[src/rtl/ip_activate_pkg.sv]
// Shared types and constants for the DRM activation sequencer.
// Lockout support is selected with the ACT_CTRL_LOCKOUT_EN macro in the top level.
package ip_activate_pkg;

   typedef enum logic [2:0] {
      ST_IDLE   = 3'd0,
      ST_LOADED = 3'd1,
      ST_CHECK  = 3'd2,
      ST_ACTIVE = 3'd3,
      ST_LOCKED = 3'd4
   } state_t;

   localparam int CODE_W = 128;
   localparam int WORD_W = 32;
   localparam int LOCK_W = 20;

   localparam int DEF_SETTLE_CYCLES  = 2;
   localparam int DEF_MAX_FAILS      = 3;
   localparam int DEF_LOCKOUT_CYCLES = 1024;

   function automatic logic [3:0] sat_inc4(input logic [3:0] v);
      return (v == 4'hF) ? v : v + 4'd1;
   endfunction

endpackage

[src/rtl/act_lockout_timer.sv]
// Lockout window down-counter; o_expired flags the last cycle of the window so the
// controller leaves LOCKED after exactly i_count cycles.
module act_lockout_timer
   import ip_activate_pkg::*;
(
   input  logic              clk_in,
   input  logic              rst_n,
   input  logic              i_load,
   input  logic [LOCK_W-1:0] i_count,
   output logic              o_expired
);

   logic [LOCK_W-1:0] r_cnt;

   always_ff @(posedge clk_in or negedge rst_n) begin
      if (!rst_n) begin
         r_cnt <= '0;
      end else if (i_load) begin
         r_cnt <= i_count;
      end else if (r_cnt != '0) begin
         r_cnt <= r_cnt - 1'b1;
      end
   end

   assign o_expired = (r_cnt == LOCK_W'(1));

endmodule

[src/rtl/ip_activate_ctrl.sv]
// Activation-code sequencer: loads a 128-bit code, drives the comparator, latches the IP enable.
// Define ACT_CTRL_LOCKOUT_EN to enforce the lockout window after repeated failures.
module ip_activate_ctrl
   import ip_activate_pkg::*;
#(
   parameter int SETTLE_CYCLES  = DEF_SETTLE_CYCLES,
   parameter int MAX_FAILS      = DEF_MAX_FAILS,
   parameter int LOCKOUT_CYCLES = DEF_LOCKOUT_CYCLES
)(
   input  logic              clk_in,
   input  logic              rst_n,
   input  logic              wr_valid,
   output logic              wr_ready,
   input  logic [WORD_W-1:0] wr_data,
   input  logic              check_req,
   input  logic              deactivate,
   output logic [CODE_W-1:0] activation_code,
   input  logic              cmp_enable,
   input  logic              cmp_rdy,
   output logic              ip_enabled,
   output logic              done,
   output logic              pass,
   output logic              check_err,
   output logic              locked,
   output logic [3:0]        fail_cnt
);

   localparam logic [3:0] SETTLE_C = 4'(SETTLE_CYCLES);

   state_t            r_state;
   logic [2:0]        r_word_cnt;
   logic [CODE_W-1:0] r_code;
   logic [3:0]        r_settle;
   logic              r_ip_enabled;
   logic              r_done;
   logic              r_pass;
   logic              r_check_err;
   logic              r_locked;
   logic [3:0]        r_fail_cnt;

   logic              w_wr_fire;
   logic              w_sample;
   logic [3:0]        w_fail_next;
   logic              w_lock_hit;
   logic              w_lock_expired;

   assign wr_ready        = (r_state == ST_IDLE) && (r_word_cnt < 3'd4);
   assign w_wr_fire       = wr_valid && wr_ready;
   assign activation_code = (r_state == ST_CHECK) ? r_code : '0;
   assign w_sample        = (r_state == ST_CHECK) && (r_settle == 4'd0) && cmp_rdy;
   assign w_fail_next     = sat_inc4(r_fail_cnt);

`ifdef ACT_CTRL_LOCKOUT_EN
   localparam logic [3:0] MAX_FAILS_C = 4'(MAX_FAILS);

   assign w_lock_hit = w_sample && !cmp_enable && (w_fail_next >= MAX_FAILS_C);

   act_lockout_timer u_lockout_timer (
      .clk_in    (clk_in),
      .rst_n     (rst_n),
      .i_load    (w_lock_hit),
      .i_count   (LOCK_W'(LOCKOUT_CYCLES)),
      .o_expired (w_lock_expired)
   );
`else
   // Lockout parameters have no effect in this build; folded here so they stay referenced.
   logic w_unused_lock_cfg;
   assign w_unused_lock_cfg = (MAX_FAILS == 0) || (LOCKOUT_CYCLES == 0);
   assign w_lock_hit        = 1'b0;
   assign w_lock_expired    = 1'b0;
`endif

   always_ff @(posedge clk_in or negedge rst_n) begin
      if (!rst_n) begin
         r_state      <= ST_IDLE;
         r_word_cnt   <= 3'd0;
         r_code       <= '0;
         r_settle     <= 4'd0;
         r_ip_enabled <= 1'b0;
         r_done       <= 1'b0;
         r_pass       <= 1'b0;
         r_check_err  <= 1'b0;
         r_locked     <= 1'b0;
         r_fail_cnt   <= 4'd0;
      end else begin
         r_done      <= 1'b0;
         r_pass      <= 1'b0;
         // Only LOADED accepts a check; anywhere else the request is flagged and dropped.
         r_check_err <= check_req && (r_state != ST_LOADED);

         case (r_state)
            ST_IDLE: begin
               if (w_wr_fire) begin
                  case (r_word_cnt[1:0])
                     2'd0:    r_code[3*WORD_W +: WORD_W] <= wr_data;
                     2'd1:    r_code[2*WORD_W +: WORD_W] <= wr_data;
                     2'd2:    r_code[1*WORD_W +: WORD_W] <= wr_data;
                     default: r_code[0 +: WORD_W]        <= wr_data;
                  endcase
                  r_word_cnt <= r_word_cnt + 3'd1;
                  if (r_word_cnt == 3'd3) begin
                     r_state <= ST_LOADED;
                  end
               end
            end

            ST_LOADED: begin
               if (check_req) begin
                  r_settle <= SETTLE_C;
                  r_state  <= ST_CHECK;
               end
            end

            ST_CHECK: begin
               if (r_settle != 4'd0) begin
                  r_settle <= r_settle - 4'd1;
               end else if (cmp_rdy) begin
                  r_done     <= 1'b1;
                  r_pass     <= cmp_enable;
                  r_code     <= '0;
                  r_word_cnt <= 3'd0;
                  if (cmp_enable) begin
                     r_ip_enabled <= 1'b1;
                     r_fail_cnt   <= 4'd0;
                     r_state      <= ST_ACTIVE;
                  end else begin
                     r_fail_cnt <= w_fail_next;
                     r_locked   <= w_lock_hit;
                     r_state    <= w_lock_hit ? ST_LOCKED : ST_IDLE;
                  end
               end
            end

            ST_ACTIVE: begin
               if (deactivate) begin
                  r_ip_enabled <= 1'b0;
                  r_state      <= ST_IDLE;
               end
            end

            ST_LOCKED: begin
               if (w_lock_expired) begin
                  r_locked   <= 1'b0;
                  r_fail_cnt <= 4'd0;
                  r_state    <= ST_IDLE;
               end
            end

            default: r_state <= ST_IDLE;
         endcase
      end
   end

   assign ip_enabled = r_ip_enabled;
   assign done       = r_done;
   assign pass       = r_pass;
   assign check_err  = r_check_err;
   assign locked     = r_locked;
   assign fail_cnt   = r_fail_cnt;

endmodule

[config.mk]
export PLATFORM = sky130hd
export DESIGN_NAME = ip_activate_ctrl
export DESIGN_NICKNAME = d
export VERILOG_FILES = /design/src/rtl/ip_activate_pkg.sv /design/src/rtl/act_lockout_timer.sv /design/src/rtl/ip_activate_ctrl.sv
export SDC_FILE = /design/constraint.sdc
export NUM_CORES = 1
export LEC_CHECK = 0
export CORE_ASPECT_RATIO = 0.5
export CORE_UTILIZATION = 25
export CTS_BUF_LIST = sky130_fd_sc_hd__clkbuf_8
export CTS_CLUSTER_DIAMETER = 200
export DETAILED_ROUTE_END_ITERATION = 7
export MAX_ROUTING_LAYER = met4
export PLACE_DENSITY_LB_ADDON = 0.1
export SLEW_MARGIN = 0
export SYNTH_ARGS = -nofsm -noshare
export SYNTH_HDL_FRONTEND = slang
export SYNTH_HIERARCHICAL = 1
export SYNTH_SLANG_ARGS = --single-unit
export TNS_END_PERCENT = 100
[constraint.sdc]
create_clock -name clk_in -period 2.5 [get_ports clk_in]
set_input_delay 0.375 -clock clk_in [delete_from_list [all_inputs] [get_ports clk_in]]
set_output_delay 0.375 -clock clk_in [all_outputs]
set_load 0.01 [all_outputs]
# Word level (Yosys, flattened, before mapping)
# Cells that the tools add are included.
[classes]
reduce_logical = 19
order_cmp = 1
n_bitwise = 2
n_eq_ne = 22
n_addsub = 3
n_mux = 37
[op_table]
columns = ["cell", "count"]
rows = [
  ["128-bit 2-to-1 mux", 4],
  ["128-bit case mux with 2 select lines", 1],
  ["32-bit 2-to-1 mux", 4],
  ["3-bit 2-to-1 mux", 9],
  ["5-bit AND reduction", 5],
  ["4-bit 2-to-1 mux", 4],
  ["2-bit inequality test (second input constant)", 8],
  ["3-bit case mux with 5 select lines", 1],
  ["1-bit 2-to-1 mux", 10],
  ["2-bit by 1-bit inequality test with 1-bit output (second input constant)", 5],
  ["3-bit by 2-bit == test with 1-bit output (second input constant)", 3],
  ["4-bit case mux with 2 select lines", 1],
  ["4-bit AND reduction", 2],
  ["7-bit AND reduction", 1],
  ["3-bit case mux with 2 select lines", 1],
  ["2-bit nonzero test", 3],
  ["4-bit by 1-bit adder with 4-bit output (second input constant)", 1],
  ["4-bit == test (second input constant)", 1],
  ["4-bit nonzero test", 1],
  ["4-bit by 1-bit subtractor with 4-bit output (second input constant)", 1],
  ["3-bit by 1-bit adder with 3-bit output (second input constant)", 1],
  ["3-bit by 1-bit == test with 1-bit output (second input constant)", 1],
  ["3-bit == test (second input constant)", 1],
  ["1-bit logical AND", 3],
  ["other kinds (11)", 12],
]
[totals]
regBits = 146
elab_cells = 96

# Longest topological paths before layout
# Gate-level depths: netlist of the first run.
[depth]
word_depth = 5
depth_mapped = 7
depth_no_buf = 5

# Least setup slack after synthesis of the first run
# Ideal clock, no wire load.
[synth_path]
path_type = "register to register"
startpoint = "reg r_settle[0]"
endpoint = "reg r_code[0]"
t_arrival_ns = 1.816
synth_period_minus_slack_ns = 1.942
setup_time_ns = 0.125
path_slack_ns = 0.558
stages_incl_launch_ff = 8
path_cell_list = "dfrtp_1 > inv_1 > ha_1 > and4bb_2 > buf_4 > a22oi_4 > buf_6 > mux2_4"
[synth_via]
elab_chain_cells = 3
[synth_rtl]
columns = ["element", "line", "source"]
rows = [
  ["start, declared", "ip_activate_ctrl.sv:33", "logic [3:0] r_settle;"],
  ["start signal, assigned", "ip_activate_ctrl.sv:116", "r_settle <= r_settle - 4'd1;"],
  ["4-bit nonzero test", "ip_activate_ctrl.sv:115", "if (r_settle != 4'd0) begin"],
  ["2-bit inequality test (no source line)", "--", ""],
  ["5-bit AND reduction (no source line)", "--", ""],
  ["end signal, assigned by index", "ip_activate_ctrl.sv:96", "2'd1: r_code[2*WORD_W +: WORD_W] <= wr_data;"],
  ["end signal, assigned by index", "ip_activate_ctrl.sv:97", "2'd2: r_code[1*WORD_W +: WORD_W] <= wr_data;"],
  ["end signal, assigned by index", "ip_activate_ctrl.sv:98", "default: r_code[0 +: WORD_W] <= wr_data;"],
  ["end, declared", "ip_activate_ctrl.sv:32", "logic [CODE_W-1:0] r_code;"],
]
# No other way between the ends.
# A chain may end at the register's enable or synchronous reset.

# Worst setup path in the final report of the first run
[layout_path]
startpoint = "reg r_state[0]"
endpoint = "out activation_code[34]"
[layout_via]
elab_chain_cells = 2
[layout_rtl]
columns = ["element", "line", "source"]
rows = [
  ["start, declared", "ip_activate_ctrl.sv:30", "state_t r_state;"],
  ["start signal, assigned", "ip_activate_ctrl.sv:129", "r_state <= w_lock_hit ? ST_LOCKED : ST_IDLE;"],
  ["3-bit by 2-bit == test with 1-bit output", "ip_activate_ctrl.sv:49", "assign activation_code = (r_state == ST_CHECK) ? r_code : '0;"],
  ["128-bit 2-to-1 mux", "ip_activate_ctrl.sv:49", ""],
  ["end, declared", "ip_activate_ctrl.sv:17", "output logic [CODE_W-1:0] activation_code,"],
]
# No other way between the ends.

==> metrics.md, run 1 <==
| Metric | Value |
|---|---|
| RSZ-0062 raised after global routing | yes |
| Pre-CTS WS | 204 ps |
| N_diodes | 0 |
| Min Hold Slack | 386 ps |
| Hold Vio Cnt, Final | 0 |
| Vias per inst | 4.22 |
| Setup_tns | 0 ps |
| Most frequent cells in the layout | and2_1 (160), dfrtp_1 (145), mux2_4 (120) |
| Ranking of synthesized cells by area | dfrtp_1 (49%), mux2_4 (24%), and2_1 (13%) |
| FILL cells | 2865 |
| Setup crit end kind | output pin |
| Finished Layout Cells | 1143 |
| FFs w/ async S/R, synth | 100% |
| Maximum vdd ir drop | 386 uV |
| Worst setup margin | 44.8 ps |
| Largest net degree at the start of global routing | 56 |
| Pleak | 6.33 nW |
| Synth Cell Area | 7440 sq um |
| CTS H-tree depth | 4 |
| Worst-skew pair later-pin latency | 470 ps |
| Placed inst area | 9670 sq um |
| Yosys warnings | 6 |
| Drt total wl | 20100 um |
| Buffers on Ports | 175 |
| Seq. cell area | 3630 sq um |
| Syn Area/Cell | 13.3 sq um |
| First-pass GRT wire length | 30200 um |
| Via Count | 4818 |
| CORE AREA | 29100 sq um |
| Most common cell after layout, fill and taps aside | and2_1 |
| Slew @ Worst Pin | 593 ps |
| Vias in the first global route | 4991 |
| Aggregate global routing overflow | 0 |
| Critical path launch point type | register |
| CTS tree | done |
| Cell count after placement | 1105 |
| First-iteration detailed-routing DRC count | 215 |
| Die area | 30500 sq um |
| Rows | 44 |
| Power density over cell area | 1100 nW/um^2 |
| WS Path Type | reg -> out |
| Critical Path RT | 2120 ps |
| Predominant post-synthesis flop cell | dfrtp_1 |
| Pre-antenna DRT Iters | 4 |
| Clk slew on worst S/H paths | 80 ps |
| Worst Hold Class | in -> async |
| Drt wl/cell | 17.5 um |
| Relative slew margins | 60.3% |
| Outcome | complete, no violations |
| F_max | 407 MHz |
| CTS Buf Count | 17 |
| Initial Utilization | 25.5% |
| Initial antenna violation count | 0 |
| Clk buf depth | 2 |
| Die Wd | 246 um |
| GP Congestion | 0.727 |
| Tot GR Track Use | 13.8% |
| Netlist cell types | 43 |
| Share of the synthesized area in the top cell type | 48.8% |
| Clock sink count | 145 |
| Layout Utilization | 35.3% |
| Final instance area | 10300 sq um |
| Layout cells sized above 1 | 24.7% |
| Crit Path Max Fanout | 30 |
| Syn Nets | 606 |
| Max Slew Vio Count | 0 |
| Multi-input gate area | 3540 sq um |
| R2R depth | 6 |
| Post-DP HPWL | 13400 um |
| Final net count | 787 |
| Die height | 124 um |
| DRC viols | 0 |
| Number of max-cap violations | 0 |
| Boundary Pins | 177 |
| Final setup fails | 0 |
| Post-synth top area cell | dfrtp_1 |
| Sequential area share after synthesis | 48.8% |
| Pwr Total | 11.3 mW |
| Worst path arrival time | 2080 ps |
| Post-layout minimum cycle time | 2460 ps |
| Yosys reg bits | 145 |
| Post-synth EDFFs | 0 |
| Final ANT Viol Nets | 0 |
| Post-synthesis cell count | 558 |
| Syn-to-layout area delta | 38.4% |
| Tcrit/Tclk final | 98.2% |
| Clock root buffer | clkbuf_8 |
| Worst clock skew | 7.36 ps |
==> final cells by class <==
class                      count  share of cell area (%)
sequential                   145                    35.3
tap                          391                    4.75
clock buffer                  21                    2.81
timing repair buffer         198                    22.0
inverter                       9                   0.328
clock inverter                11                   0.486
multi-input combinational    368                    34.4
==> cells in the mapped netlist, types with 2 or more instances <==
cell,number
and2_1,160
nor2_1,3
a31oi_1,3
mux2_2,8
nor3b_1,4
a21oi_1,5
nor4_1,2
mux2i_1,2
nand2b_1,2
o22ai_1,2
and3_1,2
mux2_4,120
nand3_1,3
a22oi_4,4
inv_1,9
dfrtp_1,145
nand2_1,6
buf_4,3
o21ai_0,11
clkbuf_1,19
a22oi_1,3
buf_6,13
ha_1,9
==> logic make-up (layout without fill, tap and decap cells) <==
| family | Yosys count | in the layout | synth area share (%) |
|---|---|---|---|
| compound gates | 37 | 37 | 3.94 |
| fa+ha+maj | 9 | 9 | 1.51 |
| buf+inv | 45 | 239 | 3.75 |
| flops | 145 | 145 | 48.8 |
| mux | 130 | 130 | 25.7 |
| other cells | 1 | 1 | 0.0504 |
| simple gates | 191 | 191 | 16.2 |
==> flip-flops by register name, summed over array words and instances (netlist names) <==
register / flops
r_state: 2
r_word_cnt: 3
check_err: 1
fail_cnt: 4
r_settle: 4
ip_enabled: 1
done: 1
pass: 1
r_code: 128
==> path summary, 6_finish.rpt <==
| path | start | endpoint | slack, ps |
|---|---|---|---|
| max in group asynchronous | rst_n | r_settle[1] | 1420 |
| worst min-delay path | rst_n | r_code[103] | 390 |
| min in group clk_in | r_code[49] | r_code[49] | 500 |
| worst min register to register | r_code[49] | r_code[49] | 500 |
| worst max register to register | r_state[0] | r_code[99] | 360 |
| worst max-delay path | r_state[0] | activation_code[34] | 40 |
==> worst max-delay path, stage by stage, from the launching register on <==
cell and delay, ps:
dfrtp_1 410, nor2b_4 140, buf_12 160, buf_12 180, and2_1 170, clkdlybuf4s50_1 540
==> per-layer routing <==
metal	up-vias	wire length [um]	track usage, %
met5	-	0	-
met4	0	360	5.32
met2	71	9910	21.8
met1	2483	9220	17.3
li1	2242	-	-
met3	22	563	3.00
==> where the power goes <==
part	internal, mW	switching (mW)	total [mW]
Sequential	3.42	0.597	4.01
Combinational	3.26	2.32	5.58
Clock	0.763	0.929	1.69
==> repair_timing <==
item,4_1_cts,5_1_grt
gates resized for setup,29,80
hold buffers,1,0
pin swaps,0,0
gates cloned,1,1
setup buffers,2,1
endpoints found under the hold margin,40,0
setup endpoints to repair,125,98
No activity file was read; power rests on OpenSTA's default activity.
==> run 2, diff against run 1 <==
--- a/config.mk
+++ b/config.mk
@@ -7,7 +7,6 @@
 export LEC_CHECK = 0
 export CORE_ASPECT_RATIO = 0.5
 export CORE_UTILIZATION = 25
-export CTS_BUF_LIST = sky130_fd_sc_hd__clkbuf_8
 export CTS_CLUSTER_DIAMETER = 200
 export DETAILED_ROUTE_END_ITERATION = 7
 export MAX_ROUTING_LAYER = met4
==> run 2 against run 1 <==
  * Non-clock buffer count is 1 lower
  * Clock power is 40% higher
  * Via count is 0.25% lower
  * Cell count about the same
  * Routed wire length hardly changed
  * Sequential power about the same
  * Maximum frequency up 2.0%
  * Critical path depth stayed put
==> metrics.md, run 2 (same netlist as run 1, synthesis figures left out) <==
| Metric | Value |
|---|---|
| CORE AREA | 29100 sq um (unchanged) |
| Biggest register | r_code (unchanged) |
| Worst path arrival time | 2030 ps (was 2080 ps) |
| Post-layout minimum cycle time | 2410 ps (was 2460 ps) |
| Outcome | complete, no violations (unchanged) |
| Post-DP HPWL | 13400 um (unchanged) |
| Relative slew margins | 59.9% (was 60.3%) |
| Pleak | 5.62 nW (was 6.33 nW) |
| Rows | 44 (unchanged) |
| Tot GR Track Use | 13.8% (about the same) |
| Most frequent cells in the layout | and2_1 (160), dfrtp_1 (145), mux2_4 (120) (unchanged) |
| Tcrit/Tclk final | 96.3% (was 98.2%) |
| Max Slew Vio Count | 0 (unchanged) |
| Cell count after placement | 1105 (unchanged) |
| Critical path launch point type | register (unchanged) |
| Clock root buffer | clkbuf_16 (was clkbuf_8) |
| Pwr Total | 12.1 mW (was 11.3 mW) |
| Min Hold Slack | 423 ps (was 386 ps) |
| Maximum vdd ir drop | 536 uV (was 386 uV) |
| Initial antenna violation count | 0 (unchanged) |
| Hold Vio Cnt, Final | 0 (unchanged) |
| CTS Buf Count | 17 (unchanged) |
| Slew @ Worst Pin | 599 ps (was 593 ps) |
| GP Congestion | 0.727 (unchanged) |
| Clk buf depth | 2 (unchanged) |
| Worst-skew pair later-pin latency | 440 ps (was 470 ps) |
| FILL cells | 2839 (was 2865) |
| Power density over cell area | 1160 nW/um^2 (was 1100 nW/um^2) |
| Vias per inst | 4.21 (was 4.22) |
| CTS tree | done (unchanged) |
| CTS H-tree depth | 4 (unchanged) |
| N_diodes | 0 (unchanged) |
| Final ANT Viol Nets | 0 (unchanged) |
| Number of max-cap violations | 0 (unchanged) |
| RSZ-0062 raised after global routing | yes (unchanged) |
| Largest register FFs | 128 (unchanged) |
| Most common cell after layout, fill and taps aside | and2_1 (unchanged) |
| Drt wl/cell | 17.5 um (about the same) |
| Via Count | 4806 (was 4818) |
| Drt total wl | 20000 um (was 20100 um) |
| Boundary Pins | 177 (unchanged) |
| Worst Hold Class | in -> async (unchanged) |
| Syn-to-layout area delta | 39.6% (was 38.4%) |
| Finished Layout Cells | 1142 (was 1143) |
| Worst clock skew | 11.8 ps (was 7.36 ps) |
| Crit Path Max Fanout | 22 (was 30) |
| Critical Path RT | 2120 ps (about the same) |
| First-pass GRT wire length | 30300 um (was 30200 um) |
| Largest net degree at the start of global routing | 56 (unchanged) |
| Setup crit end kind | output pin (unchanged) |
| First-iteration detailed-routing DRC count | 190 (was 215) |
| Aggregate global routing overflow | 0 (unchanged) |
| Buffers on Ports | 175 (unchanged) |
| Initial Utilization | 25.5% (unchanged) |
| Die area | 30500 sq um (unchanged) |
| Die height | 124 um (unchanged) |
| DRC viols | 0 (unchanged) |
| Layout cells sized above 1 | 24.6% (was 24.7%) |
| Clk slew on worst S/H paths | 60 ps (was 80 ps) |
| Final setup fails | 0 (unchanged) |
| F_max | 415 MHz (was 407 MHz) |
| R2R depth | 6 (unchanged) |
| R2R Setup Slk | 440 ps (was 360 ps) |
| Pre-antenna DRT Iters | 4 (unchanged) |
| Setup_tns | 0 ps (unchanged) |
| Clock sink count | 145 (unchanged) |
| WS Path Type | reg -> out (unchanged) |
| Die Wd | 246 um (unchanged) |
| Final net count | 786 (was 787) |
| Vias in the first global route | 5009 (was 4991) |
run 2: worst paths after layout:
path | endpoint | from
worst min register to register | r_code[49] | r_code[49]
worst max-delay path | activation_code[80] | r_state[0]
max in group asynchronous | r_settle[1] | rst_n
min in group clk_in | r_code[49] | r_code[49]
worst min-delay path | r_code[103] | rst_n
worst max register to register | r_code[65] | r_settle[0]
run 2: critical path: stages (launching register included):
cell,delay (ps)
dfrtp_1,400
nor2b_4,140
buf_12,160
clkbuf_16,200
and2_1,160
clkdlybuf4s50_1,540
run 2: report_power, final:
group          internal (mW)  total [mW]  switching [mW]
Combinational           3.33        5.66            2.33
Sequential              3.42        4.02           0.597
Clock                   1.37        2.37            1.00
Total                   8.12        12.1            3.93
run 2: per-stage QoR:
stage,setup slack [ps],instance area (sq um),util [%]
finish,93.2,10400,35.6
global route,-9.47,10400,35.6
CTS,-15.3,10200,35.2
detailed placement,204,9670,33.2
global placement,228,9670,33.2
floorplan,558,7440,-
run 2: repair_timing:
| item | CTS | global route |
|---|---|---|
| hold endpoints to repair | 40 | 0 |
| buffers inserted | 2 | 0 |
| gates cloned | 1 | 1 |
| hold buffers | 1 | 0 |
| setup endpoints to repair | 57 | 72 |
| resized for setup | 21 | 38 |
run 2: final cells by class:
cell class                      instances  area [sq um]  area share [%]
Clock inverter                          5          27.5           0.265
Clock buffer                           27           503            4.85
Tap cell                              391           489            4.71
Sequential cell                       145          3630            35.0
Multi-Input combinational cell        368          3540            34.1
Inverter                                9          33.8           0.325
Timing Repair Buffer                  197          2160            20.8
run 2: per-layer routing:
layer	vias up	share of wire, %	global-route usage (%)
met5	-	0	-
met4	0	1.5	5.20
met3	17	2.5	3.25
met2	64	50	21.9
met1	2483	46	17.3
li1	2242	-	-
